[src/rtl/spi_master_ctrl.sv]
// SPI master front-end: serializes one 2-bit opcode + 8-bit payload per transaction
// into the slave wrapper's 11-bit frame and captures the 8-bit reply for read-data commands.
module spi_master_ctrl #(
    parameter int RD_WAIT = 1
) (
    input  logic       clk,
    input  logic       rst,
    input  logic       start,
    input  logic [1:0] cmd,
    input  logic [7:0] din,
    input  logic       MISO,
    output logic       MOSI,
    output logic       SS_n,
    output logic       busy,
    output logic       done,
    output logic [7:0] rd_data,
    output logic       rd_valid,
    output logic [2:0] dbg_state
);

    localparam logic [2:0] S_IDLE   = 3'd0;
    localparam logic [2:0] S_SELECT = 3'd1;
    localparam logic [2:0] S_SHIFT  = 3'd2;
    localparam logic [2:0] S_TURN   = 3'd3;
    localparam logic [2:0] S_RECV   = 3'd4;
    localparam logic [2:0] S_GAP    = 3'd5;

    localparam logic [3:0] SHIFT_LAST = 4'd10;
    localparam logic [3:0] RECV_LAST  = 4'd7;
    localparam logic [3:0] TURN_LAST  = 4'(RD_WAIT - 1);

    logic [2:0]  state;
    logic [3:0]  bit_cnt;
    logic [10:0] tx_shift;
    logic [7:0]  rd_shift;
    logic        is_read;

    // Handshake: start is honoured only while IDLE; requests at any other time
    // are dropped, and cmd/din are copied on acceptance so later changes are harmless.
    always_ff @(posedge clk) begin
        if (rst) begin
            state    <= S_IDLE;
            bit_cnt  <= 4'd0;
            tx_shift <= 11'd0;
            rd_shift <= 8'd0;
            rd_data  <= 8'd0;
            is_read  <= 1'b0;
        end else begin
            case (state)
                S_IDLE: begin
                    bit_cnt <= 4'd0;
                    if (start) begin
                        // First bit duplicates cmd[1]: the slave uses it to pick its read/write path.
                        tx_shift <= {cmd[1], cmd[1], cmd[0], din};
                        is_read  <= &cmd;
                        state    <= S_SELECT;
                    end
                end
                S_SELECT: begin
                    state <= S_SHIFT;
                end
                S_SHIFT: begin
                    tx_shift <= {tx_shift[9:0], 1'b0};
                    if (bit_cnt == SHIFT_LAST) begin
                        bit_cnt <= 4'd0;
                        if (!is_read)          state <= S_GAP;
                        else if (RD_WAIT == 0) state <= S_RECV;
                        else                   state <= S_TURN;
                    end else begin
                        bit_cnt <= bit_cnt + 4'd1;
                    end
                end
                S_TURN: begin
                    if (bit_cnt == TURN_LAST) begin
                        bit_cnt <= 4'd0;
                        state   <= S_RECV;
                    end else begin
                        bit_cnt <= bit_cnt + 4'd1;
                    end
                end
                S_RECV: begin
                    rd_shift <= {rd_shift[6:0], MISO};
                    if (bit_cnt == RECV_LAST) begin
                        // Publish the byte on entry to GAP so rd_data is valid alongside rd_valid.
                        rd_data <= {rd_shift[6:0], MISO};
                        bit_cnt <= 4'd0;
                        state   <= S_GAP;
                    end else begin
                        bit_cnt <= bit_cnt + 4'd1;
                    end
                end
                S_GAP: begin
                    state <= S_IDLE;
                end
                default: begin
                    state <= S_IDLE;
                end
            endcase
        end
    end

    always_comb begin
        SS_n      = 1'b1;
        MOSI      = 1'b0;
        busy      = (state != S_IDLE);
        done      = (state == S_GAP);
        rd_valid  = (state == S_GAP) && is_read;
        dbg_state = state;
        if (state == S_SELECT || state == S_SHIFT || state == S_TURN || state == S_RECV) begin
            SS_n = 1'b0;
        end
        if (state == S_SHIFT) begin
            MOSI = tx_shift[10];
        end
    end

endmodule

[config.mk]
export PLATFORM = sky130hd
export DESIGN_NAME = spi_master_ctrl
export DESIGN_NICKNAME = d
export VERILOG_FILES = /design/src/rtl/spi_master_ctrl.sv
export SDC_FILE = /design/constraint.sdc
export NUM_CORES = 1
export LEC_CHECK = 0
export CORE_ASPECT_RATIO = 1.2
export CORE_MARGIN = 2
export CORE_UTILIZATION = 54
export DETAILED_ROUTE_END_ITERATION = 12
export GPL_ROUTABILITY_DRIVEN = 1
export PLACE_DENSITY = 0.84
export SKIP_CTS_REPAIR_TIMING = 1
export SLEW_MARGIN = 20
export SYNTH_ARGS = -nofsm -noshare
export SYNTH_HDL_FRONTEND = slang
export SYNTH_SLANG_ARGS = --single-unit
[constraint.sdc]
create_clock -name clk -period 5.2 [get_ports clk]
set_input_delay 1.04 -clock clk [delete_from_list [all_inputs] [get_ports clk]]
set_output_delay 1.04 -clock clk [all_outputs]
set_load 0.02 [all_outputs]
* Word level (Yosys, flattened, before mapping)
Cells that the tools add are included.
Operators by class: muxes and demuxes 14, add/sub/neg operators 1, eq/ne operators 11, reduce and logical (&&, ||, !) cells 14
Operators by type and width (number):
- 11-bit case mux with 2 select lines | 1
- 4-bit case mux with 4 select lines | 1
- 3-bit two-way mux | 5
- 3-bit case mux with 5 select lines | 1
- 4-bit two-way mux | 3
- 11-bit two-way mux | 1
- 2-bit inequality test, second input constant | 4
- 2-bit AND reduction | 4
- 3-bit by 2-bit == test with 1-bit output, second input constant | 2
- 3-bit == test, second input constant | 2
- 4-bit by 1-bit adder with 4-bit output, second input constant | 1
- 4-bit by 3-bit == test with 1-bit output, second input constant | 1
- 4-bit == test, second input constant | 1
- 4-bit zero test | 1
- 4-bit AND reduction | 1
- 4-bit nonzero test | 1
- 3-bit by 1-bit == test with 1-bit output, second input constant | 1
- 3-bit zero test | 1
- 1-bit logical OR | 3
- 3-bit nonzero test | 1
- 1-bit two-way mux | 2
- 2-bit nonzero test | 1
- 1-bit logical AND | 1
Word-level totals: output and inout bits 16, word-level logic and storage cells 46, register bits 34

* Depth between registers and ports, before layout
word-level depth 5, gate-level depth with buffers 6, mapped depth without buffers 6

* Worst setup path before layout
Ideal clock, no wire load.
path kind reg-to-output, start point reg state[0], in the netlist dbg_state[0], end point out MOSI, stages on the path, launching flop included 5, slack 2585 ps, arrival 1575 ps, path through dfxtp_1 -> clkbuf_1 -> nor3b_1 -> clkbuf_1 -> and2_1
Between the ends: longest elaborated chain between the ends 2
Ends and longest elaborated chain:
- start, declared | RTL line 32 | logic [2:0] state;
- start signal, assigned | RTL line 42 | state <= S_IDLE;
- start signal, assigned | RTL line 56 | state <= S_SELECT;
- start signal, assigned | RTL line 60 | state <= S_SHIFT;
- 3-bit by 2-bit == test with 1-bit output | RTL line 112 | if (state == S_SHIFT) begin
- 1-bit two-way mux | RTL line 112
- end, declared | RTL line 12 | output logic MOSI,
No other way between the ends.

* Worst setup path in the final report
start point reg state[1], in the netlist dbg_state[1], end point out MOSI
Same word-level chain as after synthesis.

==> impl_results.md <==
- Combinational Power Share: 0.184
- Drt drc: 0
- Hpwl dp: between 2000 and 2500 µm
- Row cnt: 20
- Clock Tree Buf Depth: 2
- Clock root buffer master: clkbuf_4
- Register area share after synthesis: 0.456
- Total track usage: 0.220
- Final #Nets: roughly 220
- Die X-Extent: between 50 and 60 µm
- DRT Pass-1 Iters: 4
- Die ar.: 0.00320 mm²
- Routing usage on met3: 0.0437
- Setup CP Type: register to primary output
- Final Instance Count excl. Fillers: about 240
- Fin Hold WS: 0.467 ns
- Initial Util: 0.579
- Die Y: 61.6 µm
- CTS tree: done
- Final WL: just over 3000 µm
- Highest ir drop seen on vdd: about 270 µV
- CP required: ~4.2 ns
- Final Core Density: 0.733
- DR WL/cell: 13.0 µm
- Final Hold Fails: 0
- P_leak: about 0.66 nW
- Avg Cell Area, Syn: roughly 8.4 µm²
- Yosys warns: 0
- Clk_skew: between 0.004 and 0.005 ns
- Unrepaired setup endpoints after global routing: no
- Starting DRT DRC Count: 22
- First-pass GRT wire length: 5240 µm
- Worst hold stages: 2
- Met1 Usage GRT: 0.242
- IO Port Bufs: 29
- Placed Cells incl. Taps: about 230
- Share of cells above drive strength 1: 0.0583
- Int Pwr: ~0.00044 W
- Count of different cell masters after synthesis: 33
- Vias after detailed routing: between 1000 and 1500
- Antenna diode count: 0
- Commonest non-fill, non-tap cells in the layout: nand2_1, dfxtp_1, clkdlybuf4s50_1, nor2_1, a21oi_1
- Initial antenna violation count: 0
- Fillers: 200
- Cell area after layout: roughly 0.0019 mm²
- GRT met2 Usage: 0.401
- Number of max-cap violations: 0
- Total CTS buffers: 5
- Slew Limit Fails: 0
- Min cycle time layout: about 3.2 ns
- Num Clock Sinks: 34
- Post-Synthesis Cells: between 150 and 200
- Largest net degree at the start of global routing: 35
- GR Overflow Total: 0
- Setup-failing EPs final: 0
- Worst r2r path cells: 4
- CP Launch Type: register
- Area Growth Syn to Fin: 26.6%
- Sw frac: 0.273
- Clock Pin Slew Worst Setup and Hold Paths: approximately 0.1 ns
- HP Class: register to register
- CP max FO: 15
- GR peak layer: met2
- Setup crit end kind: primary output
- Worst-Margin Slew: between 0.6 and 0.7 ns
- Critical Path AT: 2.20 ns
- Synthesized net count: approximately 200
- Sequential group share of total power: 0.489
- Vias in the first global route: 1265
- Fin Setup TNS: 0 ns
- Top-Level Pins: 30
- Switching power: around 0.00017 W
- F_max: 309 MHz
- Vias/cell: around 5.6
- Seq cells post-synth: 34
- Clock insertion delay at the later pin of the skew report: 0.33 ns
- GPL Wtd Cong: 0.710
- Routed Antenna Nets: 0
- Final worst-path cycle share: 0.623
- Synthesized area: ~0.0015 mm²
- Outcome: completed
- CTS HTree Levels: 2
- Post-place instance area: ~0.0018 mm²
- Clock share of power: 0.327
- Slew HR: 0.565
- Cell Pwr Density: approximately 320 mW/mm²
- Core area: roughly 0.0026 mm²
==> sequential cells by signal (all words and copies together) (netlist names) <==
name       flops
dbg_state      3
is_read        1
tx_shift      11
rd_shift       7
rd_data        8
bit_cnt        4
==> power by group through the flow <==
| stage | logic, W | registers (W) | clock network, W |
|---|---|---|---|
| after detailed placement | 0.000110 | 0.000300 | 0 |
| after global routing | 0.000123 | 0.000299 | 0.000208 |
| after CTS | 0.000111 | 0.000294 | 0.000202 |
| after global placement | 0.000107 | 0.000299 | 0 |
| final | 0.000111 | 0.000295 | 0.000197 |
| after floorplan | 0.0000755 | 0.000294 | 0 |
==> worst max-delay path, cell delays in order (launching register included) <==
cell and delay, ns:
dfxtp_1 0.67, nor3b_1 0.24, buf_4 0.22, and2_1 0.14, clkdlybuf4s50_1 0.59
==> stage by stage <==
step                      total power, W  worst slack (ns)
after detailed placement        0.000410              2.09
after global placement          0.000406              2.16
after CTS                       0.000607              1.98
final                           0.000604              1.96
after global routing            0.000630              1.84
after floorplan                 0.000369              2.59
==> path summary, 6_finish.rpt <==
path,start,end,slack [ns]
max,dbg_state[1],MOSI,1.96
min,rd_shift[6],rd_shift[6],0.47
max reg2reg,dbg_state[2],rd_data[5],3.05
min reg2reg,rd_shift[6],rd_shift[6],0.47
==> kinds of logic after synthesis <==
kind of cell,after synthesis,synth area share
AOI/OAI and AO/OA,40,0.166
adders and majority gates,3,0.0251
muxes,8,0.0536
DFF,34,0.456
buffers and inverters,14,0.0369
and+or+nand+nor,79,0.262
==> synthesized netlist by cell type, drive strengths merged <==
cell type  count  area share
a2111o         1      0.0075
a2111oi        1      0.0059
a211oi         1      0.0050
a21o           1      0.0050
a21oi         18       0.060
a22oi          8       0.040
a311oi         1      0.0059
a31oi          4       0.017
and2           2      0.0084
and3           1      0.0042
and3b          1      0.0059
buf            3      0.0092
clkbuf         7       0.018
dfxtp         34        0.46
ha             3       0.025
inv            4       0.010
mux2i          8       0.054
nand2         34       0.085
nand2b         3       0.013
nand3          4       0.013
nand3b         1      0.0050
nor2          18       0.045
nor2b          2      0.0084
nor3           7       0.034
nor3b          2       0.010
nor4b          1       0.010
nor4bb         2       0.013
o21ai          4       0.013
o32ai          1      0.0059
or3b           1      0.0059
==> cell type report <==
type / count / area [µm²] / area share
Tap cell: 33 / 41.3 / 0.0219
Multi-Input combinational cell: 130 / 766 / 0.405
Timing Repair Buffer: 31 / 305 / 0.162
Sequential cell: 34 / 681 / 0.360
Clock inverter: 1 / 30.0 / 0.0159
Clock buffer: 6 / 51.3 / 0.0272
Inverter: 4 / 15.0 / 0.00795
==> per-layer routing <==
layer | wire length [µm] | part of all wire
met5 | 0 | 0
met4 | 51 | 0.016
met3 | 120 | 0.039
met2 | 1570 | 0.50
met1 | 1360 | 0.44
(Power assumes the default switching activity.)
